$ cat src/rtl/digit_serial_adder_if.sv
// Handshake and data bundle for digit_serial_adder: request side drives operands and start,
// the adder returns status and the registered result.
interface digit_serial_adder_if #(
    parameter int unsigned WIDTH = 16
);
    logic             start;
    logic [WIDTH-1:0] a;
    logic [WIDTH-1:0] b;
    logic             cin;
    logic             busy;
    logic             done;
    logic [WIDTH-1:0] sum;
    logic             cout;
    logic             overflow;

    modport master (
        output start, a, b, cin,
        input  busy, done, sum, cout, overflow
    );

    modport slave (
        input  start, a, b, cin,
        output busy, done, sum, cout, overflow
    );
endinterface

$ cat src/rtl/digit_serial_adder.sv
// Digit-serial adder: adds two WIDTH-bit operands plus carry-in DIGIT bits per clock through a
// registered inter-digit carry, with a start/busy/done handshake.
module digit_serial_adder #(
    parameter int unsigned WIDTH = 16,
    parameter int unsigned DIGIT = 4
) (
    input  logic                clk,
    input  logic                rst,
    digit_serial_adder_if.slave io_bus
);
    localparam int unsigned NDIG = WIDTH / DIGIT;
    localparam int unsigned CW   = (NDIG > 1) ? $clog2(NDIG) : 1;

    typedef enum logic [1:0] {StIdle, StRun, StDone} state_e;

    state_e           r_state, w_state_nxt;
    logic [WIDTH-1:0] r_a, w_a_nxt;
    logic [WIDTH-1:0] r_b, w_b_nxt;
    logic [WIDTH-1:0] r_acc, w_acc_nxt;
    logic [WIDTH-1:0] r_sum, w_sum_nxt;
    logic             r_carry, w_carry_nxt;
    logic             r_cout, w_cout_nxt;
    logic             r_ovf, w_ovf_nxt;
    logic [CW-1:0]    r_cnt, w_cnt_nxt;

    logic [DIGIT:0]   w_dig;
    logic [WIDTH-1:0] w_acc_shift;
    logic             w_last;

    assign w_dig = {1'b0, r_a[DIGIT-1:0]} + {1'b0, r_b[DIGIT-1:0]} + (DIGIT+1)'(r_carry);
    // New digit enters at the top so the sum is aligned once all digits are in.
    assign w_acc_shift = (r_acc >> DIGIT) | (WIDTH'(w_dig[DIGIT-1:0]) << (WIDTH - DIGIT));
    assign w_last      = (r_cnt == CW'(NDIG - 1));

    always_comb begin
        w_state_nxt = r_state;
        w_a_nxt     = r_a;
        w_b_nxt     = r_b;
        w_acc_nxt   = r_acc;
        w_sum_nxt   = r_sum;
        w_carry_nxt = r_carry;
        w_cout_nxt  = r_cout;
        w_ovf_nxt   = r_ovf;
        w_cnt_nxt   = r_cnt;
        case (r_state)
            StIdle, StDone: begin
                if (io_bus.start) begin
                    w_a_nxt     = io_bus.a;
                    w_b_nxt     = io_bus.b;
                    w_carry_nxt = io_bus.cin;
                    w_acc_nxt   = '0;
                    w_cnt_nxt   = '0;
                    w_state_nxt = StRun;
                end else begin
                    w_state_nxt = StIdle;
                end
            end
            StRun: begin
                w_a_nxt     = r_a >> DIGIT;
                w_b_nxt     = r_b >> DIGIT;
                w_acc_nxt   = w_acc_shift;
                w_carry_nxt = w_dig[DIGIT];
                w_cnt_nxt   = r_cnt + CW'(1);
                if (w_last) begin
                    // On the final digit the operand registers hold the original MSBs.
                    w_sum_nxt   = w_acc_shift;
                    w_cout_nxt  = w_dig[DIGIT];
                    w_ovf_nxt   = (r_a[DIGIT-1] == r_b[DIGIT-1]) &&
                                  (w_dig[DIGIT-1] != r_a[DIGIT-1]);
                    w_state_nxt = StDone;
                end
            end
            default: w_state_nxt = StIdle;
        endcase
    end

    always_ff @(posedge clk) begin
        if (rst) begin
            r_state <= StIdle;
            r_a     <= '0;
            r_b     <= '0;
            r_acc   <= '0;
            r_sum   <= '0;
            r_carry <= 1'b0;
            r_cout  <= 1'b0;
            r_ovf   <= 1'b0;
            r_cnt   <= '0;
        end else begin
            r_state <= w_state_nxt;
            r_a     <= w_a_nxt;
            r_b     <= w_b_nxt;
            r_acc   <= w_acc_nxt;
            r_sum   <= w_sum_nxt;
            r_carry <= w_carry_nxt;
            r_cout  <= w_cout_nxt;
            r_ovf   <= w_ovf_nxt;
            r_cnt   <= w_cnt_nxt;
        end
    end

    assign io_bus.busy     = (r_state == StRun);
    assign io_bus.done     = (r_state == StDone);
    assign io_bus.sum      = r_sum;
    assign io_bus.cout     = r_cout;
    assign io_bus.overflow = r_ovf;
endmodule

$ cat src/flat_wrapper.sv
// flat-port wrapper written by rule: the top's interface ports become plain ports
module digit_serial_adder_flat 
#(
    parameter int unsigned WIDTH = 16,
    parameter int unsigned DIGIT = 4
)
  (clk, rst, io_bus_start, io_bus_a, io_bus_b, io_bus_cin, io_bus_busy, io_bus_done, io_bus_sum, io_bus_cout, io_bus_overflow);
  digit_serial_adder_if #(.WIDTH(WIDTH)) io_bus_i ();
  input  logic clk;
  input  logic rst;
  input wire logic [$bits(io_bus_i.start)-1:0] io_bus_start;
  input wire logic [$bits(io_bus_i.a)-1:0] io_bus_a;
  input wire logic [$bits(io_bus_i.b)-1:0] io_bus_b;
  input wire logic [$bits(io_bus_i.cin)-1:0] io_bus_cin;
  output wire logic [$bits(io_bus_i.busy)-1:0] io_bus_busy;
  output wire logic [$bits(io_bus_i.done)-1:0] io_bus_done;
  output wire logic [$bits(io_bus_i.sum)-1:0] io_bus_sum;
  output wire logic [$bits(io_bus_i.cout)-1:0] io_bus_cout;
  output wire logic [$bits(io_bus_i.overflow)-1:0] io_bus_overflow;
  assign io_bus_i.start = io_bus_start;
  assign io_bus_i.a = io_bus_a;
  assign io_bus_i.b = io_bus_b;
  assign io_bus_i.cin = io_bus_cin;
  assign io_bus_busy = io_bus_i.busy;
  assign io_bus_done = io_bus_i.done;
  assign io_bus_sum = io_bus_i.sum;
  assign io_bus_cout = io_bus_i.cout;
  assign io_bus_overflow = io_bus_i.overflow;
  digit_serial_adder #(.WIDTH(WIDTH), .DIGIT(DIGIT)) u_core (.clk(clk), .rst(rst), .io_bus(io_bus_i));
endmodule
$ cat config.mk
export PLATFORM = sky130hd
export DESIGN_NAME = digit_serial_adder_flat
export DESIGN_NICKNAME = d
export VERILOG_FILES = /design/src/rtl/digit_serial_adder_if.sv /design/src/rtl/digit_serial_adder.sv /design/src/flat_wrapper.sv
export SDC_FILE = /design/constraint.sdc
export NUM_CORES = 1
export LEC_CHECK = 0
export ABC_CLOCK_PERIOD_IN_PS = 2150
export BUFFER_PORTS_ARGS = -buffer_cell sky130_fd_sc_hd__buf_2
export CAP_MARGIN = 30
export CORE_ASPECT_RATIO = 1.5
export CORE_UTILIZATION = 54
export DETAILED_ROUTE_END_ITERATION = 6
export PLACE_DENSITY = 0.77
export SLEW_MARGIN = 30
export SYNTH_ARGS = -nofsm -noshare
export SYNTH_HDL_FRONTEND = slang
export SYNTH_SLANG_ARGS = --single-unit
$ cat constraint.sdc
create_clock -name clk -period 2.15 [get_ports clk]
set_input_delay 0.1075 -clock clk [delete_from_list [all_inputs] [get_ports clk]]
set_output_delay 0.1075 -clock clk [all_outputs]
set_load 0.005 [all_outputs]
==> results.sh <==
export IMPL_maxClockFrequency_mhz=550.2
export IMPL_crit_chain="fa_1 -> fa_1 -> a21o_1 -> a21oi_1 -> a211oi_1"
export IMPL_synthDistinctLibCells=31
export IMPL_grt_setup_unrepaired="false"
export IMPL_yosysWarningCount=0
export IMPL_postSynth_asyncResetShare=0
export IMPL_p_int_mw=1.896
export IMPL_yosysMostFrequentCell="nand2_1"
export IMPL_yosys_top_cells_area="dfxtp_1 (48%), nand2_1 (13%), a311oi_1 (7.6%)"
export IMPL_layout_cells_non_filler=459
export IMPL_fin_total_pwr_mw=2.580
export IMPL_grt_first_pass_wirelength_um=10210
export IMPL_tritoncts_num_buffers=9
export IMPL_p_sw_frac=0.2649
export IMPL_grt_busiest_layer="met2"
export IMPL_hold_viol_final=0
export IMPL_cts_setup_buffers=0
export IMPL_routabilityCongestion=0.8029
export IMPL_pin_count=56
export IMPL_final_core_density=0.6728
export IMPL_layout_worst_path_cycle_share=0.8453
export IMPL_grt_util_met2=0.4038
export IMPL_height_of_the_die_um=89.82
export IMPL_pin_count_of_the_biggest_net_entering_global_routing=62
export IMPL_power_density_mw_per_mm2=784.6
export IMPL_max_vdd_ir_drop_v=0.0004311
export IMPL_tightestPinTransition_ps=536.2
export IMPL_synth_edf_count=0
export IMPL_grt_antenna_before_repair=0
export IMPL_final_hold_worst_slack_ps=9.560
export IMPL_drt_pass1_iter_count=5
export IMPL_cp_max_fo=2
export IMPL_synthFlopType="dfxtp_1"
export IMPL_ctsResizeCount=0
export IMPL_layout_drive_gt1_share=0.2061
export IMPL_synth_top_cell_area_share=0.4831
export IMPL_groute_layer_met1_usage=0.2904
export IMPL_total_standard_cell_area_after_synthesis_sq_mm=0.002776
export IMPL_core_region_area_sq_mm=0.004887
export IMPL_cp_start_kind="flip-flop"
export IMPL_tritoncts_clock_tree="done"
export IMPL_fillerInstances=455
export IMPL_syn_instance_count=340
export IMPL_max_stage_delay_cell_worst_path="fa_1"
export IMPL_arrival_time_at_the_worst_endpoint_ps=2010
export IMPL_status="finished, final reports clean"
export IMPL_cts_reportedPaths_clkPinSlew_ps=60
export IMPL_clock_tree_root="clkbuf_8"
export IMPL_power_switching_mw=0.6835
export IMPL_postSynthRegisterBits=67
export IMPL_worst_case_clock_buffer_depth=2
export IMPL_crit_type="reg -> reg"
export IMPL_clk_latency_ps=340
export IMPL_die_area_sq_mm=0.005438
export IMPL_fp_dieW_um=60.55
export IMPL_pwr_share_seq=0.524
export IMPL_avgViaCountPerCell=5.499
export IMPL_final_max_slew_viol_count=0
export IMPL_num_nets_final=432
export IMPL_maxSlewHeadroom=0.6425
export IMPL_yosys_top_cells_count="nand2_1 (96), dfxtp_1 (67), a21oi_1 (36)"
export IMPL_drt_iter0_markers=169
export IMPL_combinational_group_share_of_total_power=0.124
export IMPL_synth_seq_area_share=0.4831
export IMPL_multi_input_area_sq_mm=0.001296
export IMPL_first_global_vias=2336
export IMPL_grt_remaining_overflow=0
export IMPL_hpwl_reported_at_the_end_of_detailed_placement_um=4206
export IMPL_floorplan_rows=31
export IMPL_worst_clock_skew_ps=4.926
export IMPL_synth_area_leader="dfxtp_1"
export IMPL_cp_end_kind="flip-flop"
export IMPL_hold_path_class="in -> reg"
export IMPL_mean_instance_size_in_the_synthesized_netlist_sq_um=8.166
export IMPL_drt_wirelength_per_cell_um=13.61
export IMPL_areaGrowthSynthToFinish_pct=18.43
export IMPL_critPathMaxStageDelay_ps=470
export IMPL_routed_via_count=2524
export IMPL_route_detailed_drc=0
export IMPL_aggregate_global_route_resource_usage=0.2481
export IMPL_grt_util_met3=0.06619
export IMPL_remaining_antenna_violation_count_after_routing=0
export IMPL_routed_wirelength_um=6248
export IMPL_static_leakage_power_nw=1.364
export IMPL_cp_required_ps=2340
export IMPL_setup_violation_total_in_the_final_timing_report=0
export IMPL_timing_critical_path_mode_cell="fa_1"
export IMPL_diodes=0
export IMPL_clock_sinks=67
export IMPL_start_util=0.5681
export IMPL_synth_net_count=382
export IMPL_port_buffers=55
export IMPL_inst_count_dp=440
export IMPL_clkPwrFrac=0.352
export IMPL_maxCapViolCount=0
export IMPL_sequential_cell_area_sq_mm=0.001341
export IMPL_final_period_minus_worst_setup_slack_ps=1817
export IMPL_cts_htree_levels=3
export IMPL_final_setup_tns_ps=0
-- critical path: cells and delay by family (launching register included) --
| family | cells | cell delay, ps |
|---|---|---|
| fa+ha+maj | 2 | 880 |
| flops | 1 | 330 |
| compound gates | 3 | 470 |
-- routing by layer --
layer | wire, um | share of wire
met5 | 0 | 0
met1 | 2579 | 0.41
met2 | 3198 | 0.51
met4 | 202 | 0.032
met3 | 267 | 0.043
-- kinds of logic after synthesis --
logic type / synth area share
adders and majority gates: 0.03245
DFF: 0.4831
AOI/OAI and AO/OA: 0.1812
buffers and inverters: 0.05182
xor gates and xnor gates: 0.003155
and+or+nand+nor: 0.2483
-- sequential cells by signal, summed over array words and instances, names as in the netlist --
register	cells
u_core.io_bus.sum	16
u_core.r_a	16
u_core.r_b	16
u_core.r_acc	12
u_core.r_cnt	2
u_core.r_state	2
u_core.io_bus.cout	1
u_core.io_bus.overflow	1
u_core.r_carry	1
-- power groups by stage --
stage                     sequential [mW]  combinational (mW)  clock (mW)
final                                1.35               0.320       0.909
after CTS                            1.35               0.319       0.924
after global routing                 1.36               0.360       0.978
after global placement               1.38               0.305           0
after floorplan                      1.37               0.229           0
after detailed placement             1.38               0.310           0
-- timing repair --
action / 4_1_cts / 5_1_grt
endpoints found under the hold margin: 5 / 0
hold buffers: 5 / 0
endpoints found under the setup margin: 0 / 0
-- layout by cell type (no fill, tap or decap), types with 4 or more instances in the layout --
cell           count
nand2_1           96
dfxtp_1           67
buf_2             55
a21oi_1           36
nor2_1            30
a311oi_1          24
nand3_1           21
clkbuf_8          11
buf_4              7
dlygate4sd3_1      5
nand2b_1           4
ha_1               4
-- worst paths after layout --
kind / endpoint / cells after the start / start / slack [ps]
max: u_core.io_bus.cout / 5 / u_core.r_carry / 330
min reg2reg: u_core.io_bus.sum[8] / 2 / u_core.io_bus.sum[8] / 450
max reg2reg: u_core.io_bus.cout / 5 / u_core.r_carry / 330
min: u_core.r_a[14] / 3 / io_bus_a[14] / 10
-- through the flow --
stage	worst slack (ps)	cell area, sq um
6_report	332.6	3288
5_1_grt	207.0	3288
4_1_cts	324.0	3288
3_5_place_dp	332.0	3072
3_3_place_gp	366.3	3072
2_1_floorplan	438.5	2776
-- cell type report --
class / instances / share of cell area
multi-input cells: 243 / 0.3942
clock inverters: 3 / 0.004566
clock buffers: 11 / 0.04604
repair buffers: 68 / 0.1210
inverters: 1 / 0.001142
well taps: 66 / 0.02511
flip-flops and latches: 67 / 0.4079
Note: power is estimated with default switching activity, not from simulation.
